## src/rtl/bp_common_cfg_link_pkg.sv

```systemverilog
// Shared types for the tile config link: memory-message format, config-space
// offsets, mode encodings and the address decoder used by the responder.
package bp_common_cfg_link_pkg;

  localparam int paddr_width_gp       = 40;
  localparam int cce_block_width_gp   = 64;
  localparam int mem_payload_width_gp = 16;

  typedef enum logic [3:0] {
    e_cce_mem_rd    = 4'd0,
    e_cce_mem_wr    = 4'd1,
    e_cce_mem_uc_rd = 4'd2,
    e_cce_mem_uc_wr = 4'd3,
    e_cce_mem_pre   = 4'd4,
    e_cce_mem_wb    = 4'd5
  } bp_cce_mem_cmd_type_e;

  typedef struct packed {
    bp_cce_mem_cmd_type_e              msg_type;
    logic [paddr_width_gp-1:0]         addr;
    logic [2:0]                        size;
    logic [mem_payload_width_gp-1:0]   payload;
    logic [cce_block_width_gp-1:0]     data;
  } bp_cce_mem_msg_s;

  localparam logic [15:0] cfg_addr_freeze_gp      = 16'h0004;
  localparam logic [15:0] cfg_addr_core_id_gp     = 16'h0008;
  localparam logic [15:0] cfg_addr_cce_id_gp      = 16'h000C;
  localparam logic [15:0] cfg_addr_cce_mode_gp    = 16'h0010;
  localparam logic [15:0] cfg_addr_icache_mode_gp = 16'h0014;
  localparam logic [15:0] cfg_addr_dcache_mode_gp = 16'h0018;
  localparam logic [15:0] cfg_ucode_base_gp       = 16'h8000;

  typedef enum logic {
    e_cce_mode_uncached = 1'b0,
    e_cce_mode_normal   = 1'b1
  } bp_cce_mode_e;

  typedef enum logic [1:0] {
    e_lce_mode_uncached = 2'd0,
    e_lce_mode_normal   = 2'd1,
    e_lce_mode_nonspec  = 2'd2
  } bp_lce_mode_e;

  typedef enum logic [2:0] {
    e_cfg_none,
    e_cfg_freeze,
    e_cfg_core_id,
    e_cfg_cce_id,
    e_cfg_cce_mode,
    e_cfg_icache_mode,
    e_cfg_dcache_mode,
    e_cfg_ucode
  } bp_cfg_target_e;

  // Registers decode on an exact 16-bit match; the whole upper half is microcode.
  function automatic bp_cfg_target_e cfg_decode(input logic [15:0] addr);
    bp_cfg_target_e tgt;
    tgt = e_cfg_none;
    if ((addr & cfg_ucode_base_gp) != 16'h0000) begin
      tgt = e_cfg_ucode;
    end else begin
      case (addr)
        cfg_addr_freeze_gp:      tgt = e_cfg_freeze;
        cfg_addr_core_id_gp:     tgt = e_cfg_core_id;
        cfg_addr_cce_id_gp:      tgt = e_cfg_cce_id;
        cfg_addr_cce_mode_gp:    tgt = e_cfg_cce_mode;
        cfg_addr_icache_mode_gp: tgt = e_cfg_icache_mode;
        cfg_addr_dcache_mode_gp: tgt = e_cfg_dcache_mode;
        default:                 tgt = e_cfg_none;
      endcase
    end
    return tgt;
  endfunction

endpackage

```

## src/rtl/bp_cfg_cmd_responder.sv

```systemverilog
// Tile config-space responder: one uncached command in, one response out.
// BP_CFG_RESP_READBACK_EN enables register/microcode readback (else reads return 0).
module bp_cfg_cmd_responder
  import bp_common_cfg_link_pkg::*;
#(
  parameter int core_id_width_p            = 8,
  parameter int cce_id_width_p             = 8,
  parameter int cce_instr_width_p          = 34,
  parameter int cce_instr_ram_addr_width_p = 8
) (
  input  logic                                  clk_i,
  input  logic                                  reset_i,
  input  bp_cce_mem_msg_s                       mem_cmd_i,
  input  logic                                  mem_cmd_v_i,
  output logic                                  mem_cmd_yumi_o,
  output bp_cce_mem_msg_s                       mem_resp_o,
  output logic                                  mem_resp_v_o,
  input  logic                                  mem_resp_ready_i,
  output logic                                  freeze_o,
  output logic [core_id_width_p-1:0]            core_id_o,
  output logic [cce_id_width_p-1:0]             cce_id_o,
  output logic                                  cce_mode_o,
  output logic [1:0]                            icache_mode_o,
  output logic [1:0]                            dcache_mode_o,
  output logic                                  cce_ucode_v_o,
  output logic                                  cce_ucode_w_o,
  output logic [cce_instr_ram_addr_width_p-1:0] cce_ucode_addr_o,
  output logic [cce_instr_width_p-1:0]          cce_ucode_data_o,
  input  logic [cce_instr_width_p-1:0]          cce_ucode_data_i
);

  typedef enum logic [1:0] {
    e_idle,
`ifdef BP_CFG_RESP_READBACK_EN
    e_ucode_rd,
`endif
    e_resp
  } state_e;

  state_e                     state_q, state_d;
  bp_cce_mem_msg_s            resp_q, resp_d;
  logic                       freeze_q, freeze_d;
  logic [core_id_width_p-1:0] core_id_q, core_id_d;
  logic [cce_id_width_p-1:0]  cce_id_q, cce_id_d;
  bp_cce_mode_e               cce_mode_q, cce_mode_d;
  bp_lce_mode_e               icache_mode_q, icache_mode_d;
  bp_lce_mode_e               dcache_mode_q, dcache_mode_d;

  bp_cfg_target_e tgt;
  logic           is_uc_wr;
  assign tgt      = cfg_decode(mem_cmd_i.addr[15:0]);
  assign is_uc_wr = (mem_cmd_i.msg_type == e_cce_mem_uc_wr);

`ifdef BP_CFG_RESP_READBACK_EN
  logic                          is_uc_rd;
  logic [cce_block_width_gp-1:0] rd_val;
  assign is_uc_rd = (mem_cmd_i.msg_type == e_cce_mem_uc_rd);

  always_comb begin
    rd_val = '0;
    case (tgt)
      e_cfg_freeze:      rd_val[0] = freeze_q;
      e_cfg_core_id:     rd_val[core_id_width_p-1:0] = core_id_q;
      e_cfg_cce_id:      rd_val[cce_id_width_p-1:0] = cce_id_q;
      e_cfg_cce_mode:    rd_val[0] = cce_mode_q;
      e_cfg_icache_mode: rd_val[1:0] = icache_mode_q;
      e_cfg_dcache_mode: rd_val[1:0] = dcache_mode_q;
      default:           rd_val = '0;
    endcase
  end
`else
  logic unused_ucode_rdata;
  assign unused_ucode_rdata = ^cce_ucode_data_i;
`endif

  always_comb begin
    state_d          = state_q;
    resp_d           = resp_q;
    freeze_d         = freeze_q;
    core_id_d        = core_id_q;
    cce_id_d         = cce_id_q;
    cce_mode_d       = cce_mode_q;
    icache_mode_d    = icache_mode_q;
    dcache_mode_d    = dcache_mode_q;
    mem_cmd_yumi_o   = 1'b0;
    cce_ucode_v_o    = 1'b0;
    cce_ucode_w_o    = 1'b0;
    cce_ucode_addr_o = '0;
    cce_ucode_data_o = '0;

    // Combinational handshakes are suppressed while reset is held.
    if (!reset_i) begin
      case (state_q)
        e_idle: begin
          mem_cmd_yumi_o = mem_cmd_v_i;
          if (mem_cmd_v_i) begin
            resp_d      = mem_cmd_i;
            resp_d.data = '0;
            state_d     = e_resp;
            if (is_uc_wr) begin
              case (tgt)
                e_cfg_freeze:      freeze_d      = mem_cmd_i.data[0];
                e_cfg_core_id:     core_id_d     = mem_cmd_i.data[core_id_width_p-1:0];
                e_cfg_cce_id:      cce_id_d      = mem_cmd_i.data[cce_id_width_p-1:0];
                e_cfg_cce_mode:    cce_mode_d    = bp_cce_mode_e'(mem_cmd_i.data[0]);
                e_cfg_icache_mode: icache_mode_d = bp_lce_mode_e'(mem_cmd_i.data[1:0]);
                e_cfg_dcache_mode: dcache_mode_d = bp_lce_mode_e'(mem_cmd_i.data[1:0]);
                e_cfg_ucode: begin
                  cce_ucode_v_o    = 1'b1;
                  cce_ucode_w_o    = 1'b1;
                  cce_ucode_addr_o = mem_cmd_i.addr[3 +: cce_instr_ram_addr_width_p];
                  cce_ucode_data_o = mem_cmd_i.data[cce_instr_width_p-1:0];
                end
                default: ;
              endcase
            end
`ifdef BP_CFG_RESP_READBACK_EN
            else if (is_uc_rd) begin
              if (tgt == e_cfg_ucode) begin
                cce_ucode_v_o    = 1'b1;
                cce_ucode_addr_o = mem_cmd_i.addr[3 +: cce_instr_ram_addr_width_p];
                state_d          = e_ucode_rd;
              end else begin
                resp_d.data = rd_val;
              end
            end
`endif
          end
        end
`ifdef BP_CFG_RESP_READBACK_EN
        e_ucode_rd: begin
          resp_d.data                        = '0;
          resp_d.data[cce_instr_width_p-1:0] = cce_ucode_data_i;
          state_d                            = e_resp;
        end
`endif
        e_resp: begin
          if (mem_resp_ready_i) state_d = e_idle;
        end
        default: state_d = e_idle;
      endcase
    end
  end

  always_ff @(posedge clk_i) begin
    if (reset_i) begin
      state_q       <= e_idle;
      resp_q        <= '0;
      freeze_q      <= 1'b1;
      core_id_q     <= '0;
      cce_id_q      <= '0;
      cce_mode_q    <= e_cce_mode_uncached;
      icache_mode_q <= e_lce_mode_uncached;
      dcache_mode_q <= e_lce_mode_uncached;
    end else begin
      state_q       <= state_d;
      resp_q        <= resp_d;
      freeze_q      <= freeze_d;
      core_id_q     <= core_id_d;
      cce_id_q      <= cce_id_d;
      cce_mode_q    <= cce_mode_d;
      icache_mode_q <= icache_mode_d;
      dcache_mode_q <= dcache_mode_d;
    end
  end

  assign mem_resp_o    = resp_q;
  assign mem_resp_v_o  = (state_q == e_resp);
  assign freeze_o      = freeze_q;
  assign core_id_o     = core_id_q;
  assign cce_id_o      = cce_id_q;
  assign cce_mode_o    = cce_mode_q;
  assign icache_mode_o = icache_mode_q;
  assign dcache_mode_o = dcache_mode_q;

endmodule
```

## config.mk

```make
export PLATFORM = sky130hd
export DESIGN_NAME = bp_cfg_cmd_responder
export DESIGN_NICKNAME = d
export VERILOG_FILES = /design/src/rtl/bp_common_cfg_link_pkg.sv /design/src/rtl/bp_cfg_cmd_responder.sv
export SDC_FILE = /design/constraint.sdc
export NUM_CORES = 1
export LEC_CHECK = 0
export CORE_AREA = 2 2 139 141
export DETAILED_ROUTE_END_ITERATION = 12
export DIE_AREA = 0 0 141 143
export PLACE_DENSITY = 0.63
export SLEW_MARGIN = 10
export SYNTH_ARGS = -nofsm -noshare
export SYNTH_HDL_FRONTEND = slang
export SYNTH_SLANG_ARGS = --single-unit
```

## constraint.sdc

```tcl
create_clock -name clk_i -period 1.8 [get_ports clk_i]
set_clock_uncertainty 0.1 [all_clocks]
set_input_delay 0.36 -clock clk_i [delete_from_list [all_inputs] [get_ports clk_i]]
set_output_delay 0.36 -clock clk_i [all_outputs]
set_load 0.1 [all_outputs]
```

==> results of run 1 <==
layer usage:
metal	wire length, µm	track usage (%)	vias up
li1	-	-	2082
met1	5670	16.2	1966
met4	225	5.16	0
met2	7720	26.0	220
met3	1310	5.43	15
met5	0	0	-
critical path: stages, from the launching register on:
cell and delay (ns):
dfxtp_4 0.34, nand2b_4 0.14, nor2_4 0.09, and3_4 0.23, buf_12 0.11, buf_12 0.11
buf_16 0.12, and2_4 0.15, buf_12 0.16
worst max path at each step:
stage	startpoint	endpoint	slack, ns	cells after the start
global placement	mem_cmd_i[125]	cce_ucode_data_o[33]	-0.67	6
CTS	state_q[0]	cce_ucode_data_o[30]	-0.51	8
floorplan	state_q[0]	cce_ucode_data_o[0]	-0.71	6
detailed placement	mem_cmd_i[125]	cce_ucode_data_o[33]	-0.70	6
finish	state_q[0]	cce_ucode_data_o[30]	-0.46	8
global route	state_q[0]	cce_ucode_data_o[24]	-0.53	8
synth_stat cells (2+ instances only):
cell type | instances | area [µm²]
a21oi_1 | 85 | 425
and2_1 | 42 | 263
buf_2 | 13 | 65.1
buf_4 | 66 | 495
buf_6 | 5 | 56.3
clkbuf_1 | 15 | 56.3
dfxtp_1 | 86 | 1720
inv_1 | 3 | 11.3
nand2_1 | 126 | 473
nand2b_1 | 2 | 12.5
nand3_1 | 4 | 20.0
nand4_1 | 22 | 138
nor2_1 | 3 | 11.3
nor3b_1 | 2 | 15.0
o21ai_0 | 19 | 95.1
stage by stage:
step	hold WS (ns)	utilization (%)
floorplan	0.393	-
global placement	0.378	42.7
detailed placement	0.383	42.7
CTS	0.289	46.9
global route	0.241	47.1
finish	0.238	47.1
cell usage in the layout, fill, tap and decap left out, drive strengths merged, types with 2 or more instances in the layout:
master / count
nor2: 3
nand2b: 2
and2: 44
o31ai: 2
nor3b: 3
a21oi: 85
buf: 186
nand3: 4
and3: 2
inv: 7
nor4: 2
bufinv: 2
clkbuf: 9
o21ai: 19
conb: 64
dlymetal6s2s: 2
nand2: 126
nand4: 22
dfxtp: 86
dlygate4sd2: 5
clkdlybuf4s50: 91
what timing repair did:
item	in CTS	in global routing
pin swaps	43	15
gates resized for setup	46	17
setup buffers	12	1
cloned	10	0
setup endpoints to repair	67	66
state kept, by name (all words and copies together) (netlist names):
name	cells
icache_mode_o	2
mem_resp_o	63
cce_mode_o	1
freeze_o	1
core_id_o	8
dcache_mode_o	2
cce_id_o	8
state_q	1
cells by family after synthesis:
family | after synthesis | synth area share (%)
AOI/OAI and AO/OA | 108 | 13.6
buffers and inverters | 107 | 18.0
and+or+nand+nor | 214 | 26.1
DFF | 86 | 42.2
other | 1 | 0.0919
report_power, final:
part / internal (mW) / switching [mW] / total, mW / leakage, nW
clock: 1.24 / 0.860 / 2.10 / 0.163
combinational: 0.635 / 1.53 / 2.16 / 2.65
sequential: 1.99 / 0.0848 / 2.07 / 0.704
cell type report:
cell class                      instances  area (µm²)  share of cell area, %
Clock inverter                          7         103                   1.17
Timing Repair Buffer                  285        4290                   49.1
Tap cell                              234         293                   3.35
Clock buffer                            9         225                   2.58
Inverter                                3        11.3                  0.129
Sequential cell                        86        1730                   19.7
Multi-Input combinational cell        386        2100                   24.0
==> out/qor.csv, run 1 <==
metric;value;unit
run status;finished, violations left;
failing checks;setup timing;
max_slew headroom;33.9;%
drt initial violations;171;
worst reg2reg endpoint;dcache_mode_o[1];
grt ovf;0;
Setup WS post-layout;-0.465;ns
DRT Pass-1 Iters;4;
initial core utilization;22.0;%
Max Clock Freq;442;MHz
P_leak;3.51;nW
I/O pins;360;
GPL Wtd Cong;0.748;
Worst Path Max Fanout;11;
All-Layer GR Usage;14.7;%
post-route design area;0.00874;mm²
hold buffer count at CTS;0;
Hold Crit Start;mem_cmd_i[83];
hold endpoint;mem_resp_o[83];
Core Footprint;0.0186;mm²
average vias per placed instance;4.24;
Post-Layout Cell Count;1010;
PwrDens;724;mW/mm²
initial antenna violation count;0;
layout cells sized above 1;34.8;%
Syn Inst Count;516;
Hold Fails Final Rpt;0;
Max Cap Violations;0;
synth-to-layout area growth;114;%
Clock Sink Count;86;
pin count of the biggest net entering global routing;87;
Num CTS Buffers;9;
WP data arrival;1.80;ns
Worst R2R Start;state_q[0];
row cnt;50;
FF-to-FF path depth;8;
Max VDD drop;486;µV
DR DRC count;0;
placed instance count;974;
antenna fix cells;0;
clock root cell;clkbuf_16;
WP data required;1.34;ns
area of the mapped netlist;0.00408;mm²
period utilisation layout;126;%
R2R Setup Slk;0;ns
via count;4283;
minimum clock period;2.26;ns
H-tree depth;3;
Hold Crit Depth;3;
antenna violation net count after detailed routing;0;
Nets;936;
Power Total;6.33;mW
CTS tree;yes;
RSZ-0062 raised after global routing;yes;
Yosys warnings;0;
post-synthesis cell type count;38;
Synth Area per Inst;7.91;µm²
ys flop type;dfxtp_1;
max-slew violations;0;
final setup violation count;55;
CP endpoint kind;primary output;
area post-placement;0.00793;mm²
clk_lat worst skew;0.34;ns
ys async rst share;0;%
first-pass GRT wire length;22700;µm
post-synthesis sequential area ratio;42.2;%
Worst setup SP type;flop;
Worst-path clk slew;0.07;ns
die height;143;µm
routed len/inst;14.8;µm
Post-synth EDFFs;0;
vias in the first global route;4086;
final setup TNS;-18.08;ns
port bufs;231;
DPL Wire Length;10500;µm
Least-Margin Pin Slew;0.991;ns
Placement Setup Slack;-0.700;ns
clock buffer depth;2;
routed wire length;14900;µm
Worst Hold Class;in2reg;
die area;0.0202;mm²
Crit Path Class;reg2out;
fill cell count;1709;
FF+latch count, synth;86;
die span in x;141;µm
(Power assumes the default switching activity.)
==> inputs of run 2 (changes only) <==
DONT_BUFFER_PORTS = 1   (was not set)
PLACE_DENSITY = 0.38   (was 0.63)
REMOVE_ABC_BUFFERS = 1   (was not set)
==> run 2 against run 1 <==
  * The run ends with hold timing, setup timing left
  * Die area did not move
  * Sequential cell count did not move
  * Count of clock-buffer cells in the layout did not move
  * Sequential share of layout area rose by 8.3 points
  * Global-route usage fell by 1.8 points
  * Non-clock buffer count fell by 137
  * Worst hold slack got worse by 0.26 ns
  * Critical path depth fell by 2
  * Maximum frequency rose by 3.2%
  * Cell count fell by 14%
  * Critical path type unchanged
  * Largest cell class is now multi-input gates
  * Highest routed layer unchanged
==> out/qor.csv, run 2 (same netlist as run 1, synthesis figures left out) <==
metric;value;unit
Setup WS post-layout;-0.394;ns
max-slew violations;0;
first-pass GRT wire length;20000;µm
I/O pins;360;
met1 Track Usage GR;13.3;%
H-tree depth;3;
average vias per placed instance;4.28;
Least-Margin Pin Slew;0.688;ns
WP data required;1.34;ns
met2 Use GR;23.5;%
row cnt;50;
final setup violation count;44;
antenna fix cells;0;
drt initial violations;153;
All-Layer GR Usage;12.9;%
max_slew headroom;54.2;%
WP data arrival;1.73;ns
P_leak;2.58;nW
clk_lat worst skew;0.34;ns
DR DRC count;0;
CTS tree;yes;
Power Internal;3.57;mW
Gate power share;28.2;%
PwrDens;952;mW/mm²
pin count of the biggest net entering global routing;88;
Util after Layout;33.0;%
layout cells sized above 1;34.4;%
port bufs;0;
Post-Layout Cell Count;873;
Worst-path clk slew;0.07;ns
period utilisation layout;122;%
GPL Wtd Cong;0.747;
Hold Slack;-0.0220;ns
routed wire length;13500;µm
Clock Sink Count;86;
Crit Path Class;reg2out;
run status;finished, violations left;
DRT Pass-1 Iters;4;
Switching Power;2.28;mW
Core Footprint;0.0186;mm²
met3 Usage GRT;5.20;%
Max Cap Violations;0;
clock buffer depth;2;
die height;143;µm
minimum clock period;2.19;ns
failing checks;hold timing, setup timing;
placed instance count;850;
Reg power frac;34.4;%
via count;3737;
grt ovf;0;
RSZ-0062 raised after global routing;yes;
Max Clock Freq;456;MHz
Worst Hold Class;in2reg;
Switching Fraction;38.9;%
power share of the clock group;37.4;%
final setup TNS;-16.60;ns
Num CTS Buffers;9;
initial antenna violation count;0;
max reg flops;63;
global route hottest layer;met2;
Nets;799;
DPL Wire Length;9650;µm
most frequent cells in the layout;nand2_1 (126), buf_4 (96), a21oi_1 (85), dfxtp_1 (85), conb_1 (64);
die span in x;141;µm
Hold Fails Final Rpt;5;
most common cell after layout, fill and taps aside;nand2_1;
die area;0.0202;mm²
clock root cell;clkbuf_16;
synth-to-layout area growth;50.4;%
CP endpoint kind;primary output;
Max VDD drop;708;µV
Worst setup SP type;flop;
Worst Path Max Fanout;11;
antenna violation net count after detailed routing;0;
vias in the first global route;3502;
routed len/inst;15.4;µm
initial core utilization;22.0;%
## run 2: cell types whose count changed in the layout (fill, tap and decap cells not counted), moves of 5 or more
cell and change:
buf_12 -92, buf_16 -5, clkdlybuf4s50_1 -91, dlygate4sd2_1 -5
o21ai_0 +14, o21ai_1 -8, buf_4 +61, o21ai_2 -5
## run 2: final timing paths
kind | startpoint | depth (start not counted) | slack, ns | endpoint
setup / recovery | state_q[0] | 6 | -0.39 | cce_ucode_addr_o[4]
hold / removal | reset_i | 1 | -0.02 | mem_resp_o[79]
setup reg to reg | state_q[0] | 6 | 0.14 | dcache_mode_o[0]
hold reg to reg | mem_resp_o[81] | 2 | 0.36 | mem_resp_o[81]
## run 2: per-layer routing
layer	vias up	wire length, µm
met5	-	0
met3	11	1600
met2	220	7050
li1	1805	-
met1	1701	4680
met4	0	152
## run 2: power by group through the flow
stage | Sequential [mW] | Combinational, mW | Clock [mW]
2_1_floorplan | 2.68 | 0.770 | 0
3_3_place_gp | 2.05 | 1.62 | 0
3_5_place_dp | 2.05 | 1.63 | 0
4_1_cts | 2.01 | 1.64 | 2.27
5_1_grt | 2.01 | 1.70 | 2.35
6_report | 2.01 | 1.65 | 2.18
## run 2: final cells by class
type                            instances  area, µm²
Fill cell                            1907      12400
Inverter                                3       11.3
Clock inverter                          7        120
Timing Repair Buffer                  148       1760
Clock buffer                            9        225
Multi-Input combinational cell        386       2000
Tap cell                              234        293
Sequential cell                        86       1720
## run 2: worst max-delay path: stages, from the launching register on
cell      delay [ns]
dfxtp_2         0.32
nand2b_4        0.16
nor2_4          0.11
and3_4          0.29
buf_8           0.17
and2_4          0.16
buf_12          0.16
## run 2: metrics by stage
step / power, mW / setup WS [ns] / instance area (µm²)
2_1_floorplan: 3.45 / -5.01 / 3600
5_1_grt: 6.07 / -0.466 / 6140
3_5_place_dp: 3.69 / -0.167 / 5520
6_report: 5.84 / -0.394 / 6140
4_1_cts: 5.93 / -0.461 / 6170
3_3_place_gp: 3.67 / -0.153 / 5520
## run 2: repair_timing
action	4_1_cts	5_1_grt
pin swaps	2	5
gates cloned	3	0
endpoints found under the hold margin	85	66
resized for setup	58	9
buffers inserted	5	2
endpoints found under the setup margin	45	49
==> inputs of run 3 (changes only) <==
TNS_END_PERCENT = 5   (was not set)
==> run 3 against run 2 <==
  * Register-to-register slack barely moved
  * Critical path type unchanged
  * Clock power barely moved
  * Maximum frequency grew 0.30%
  * The run still ends with hold timing, setup timing left
  * Via count is 0.80% lower
==> out/qor.csv, run 3 (same netlist as run 1, synthesis figures left out) <==
metric;value;unit
average vias per placed instance;4.26;
area of the multi-input gates;0.00200;mm²
synth-to-layout area growth;49.0;%
period utilisation layout;122;%
final setup TNS;-15.92;ns
power share of the clock group;37.4;%
Worst Path Max Fanout;11;
Switching Power;2.28;mW
most frequent cells in the layout;nand2_1 (126), buf_4 (96), a21oi_1 (85), dfxtp_1 (85), conb_1 (64);
WP data arrival;1.73;ns
clock root cell;clkbuf_16;
Switching Fraction;39.0;%
antenna fix cells;0;
Max Cap Violations;0;
clock buffer depth;2;
WP data required;1.34;ns
row cnt;50;
global route hottest layer;met2;
met3 Usage GRT;5.37;%
I/O pins;360;
Num CTS Buffers;9;
port bufs;0;
max-slew violations;0;
failing checks;hold timing, setup timing;
most common cell after layout, fill and taps aside;nand2_1;
max_slew headroom;54.2;%
Worst setup SP type;flop;
Clock Sink Count;86;
antenna violation net count after detailed routing;0;
Least-Margin Pin Slew;0.687;ns
Setup WS post-layout;-0.387;ns
die area;0.0202;mm²
All-Layer GR Usage;12.9;%
CP endpoint kind;primary output;
minimum clock period;2.19;ns
met2 Use GR;23.5;%
Nets;797;
Core Footprint;0.0186;mm²
met1 Track Usage GR;13.2;%
drt initial violations;145;
DPL Wire Length;9650;µm
Placement Setup Slack;-0.167;ns
initial core utilization;22.0;%
routed wire length;13500;µm
max reg flops;63;
Max VDD drop;708;µV
clk_lat worst skew;0.35;ns
grt ovf;0;
Max Clock Freq;457;MHz
RSZ-0062 raised after global routing;yes;
Worst Hold Class;in2reg;
Hold Slack;-0.0237;ns
pin count of the biggest net entering global routing;88;
DRT Pass-1 Iters;4;
GPL Wtd Cong;0.747;
Power Total;5.84;mW
run status;finished, violations left;
final setup violation count;44;
Gate power share;28.2;%
die span in x;141;µm
Hold Fails Final Rpt;5;
initial antenna violation count;0;
CTS tree;yes;
FF/Latch Area;0.00172;mm²
Worst-path clk slew;0.07;ns
fill cell count;1917;
P_leak;2.56;nW
first-pass GRT wire length;20000;µm
Power Internal;3.57;mW
layout cells sized above 1;34.2;%
H-tree depth;3;
Crit Path Class;reg2out;
DR DRC count;0;
die height;143;µm
via count;3707;
Reg power frac;34.4;%
vias in the first global route;3501;
PwrDens;961;mW/mm²
routed len/inst;15.5;µm
-- run 3: worst paths after layout --
check / from / depth (start not counted) / slack [ns] / endpoint
worst min register to register: mem_resp_o[81] / 2 / 0.36 / mem_resp_o[81]
worst max register to register: state_q[0] / 6 / 0.14 / dcache_mode_o[0]
worst max-delay path: state_q[0] / 6 / -0.39 / cce_ucode_data_o[26]
worst min-delay path: reset_i / 1 / -0.02 / mem_resp_o[79]
-- run 3: cell type report --
type | count | share of cell area [%]
Timing Repair Buffer | 146 | 28.0
Inverter | 3 | 0.185
Clock buffer | 9 | 3.70
Clock inverter | 7 | 1.98
Tap cell | 234 | 4.82
Sequential cell | 86 | 28.3
Multi-Input combinational cell | 386 | 33.0
-- run 3: critical path: stages (launching register included) --
cell,delay [ns]
dfxtp_2,0.32
nand2b_4,0.16
nor2_4,0.11
and3_4,0.27
buf_8,0.16
and2_4,0.17
buf_12,0.17
-- run 3: what timing repair did --
item | CTS | global route
resized for setup | 50 | 8
pin swaps | 7 | 25
endpoints found under the setup margin | 45 | 49
cloned | 3 | 0
endpoints found under the hold margin | 85 | 66
setup buffers | 3 | 2
-- run 3: per-stage QoR --
stage               area [µm²]  cells  util, %
finish                    6080    871     32.7
floorplan                 3600    475        -
CTS                       6110    872     32.9
detailed placement        5520    850     29.7
global route              6080    871     32.7
global placement          5520    850     29.7
-- run 3: routing by layer --
metal | vias to the layer above | part of all wire (%) | wire length (µm)
met5 | - | 0 | 0
met4 | 0 | 1.4 | 182
met3 | 13 | 11 | 1500
met2 | 198 | 52 | 7040
met1 | 1695 | 35 | 4760
li1 | 1801 | - | -
-- run 3: power by group through the flow --
| stage | clock network [mW] | registers [mW] | logic [mW] |
|---|---|---|---|
| 6_report | 2.19 | 2.01 | 1.65 |
| 5_1_grt | 2.35 | 2.01 | 1.70 |
| 4_1_cts | 2.27 | 2.01 | 1.64 |
| 3_5_place_dp | 0 | 2.05 | 1.63 |
| 3_3_place_gp | 0 | 2.05 | 1.62 |
| 2_1_floorplan | 0 | 2.68 | 0.770 |
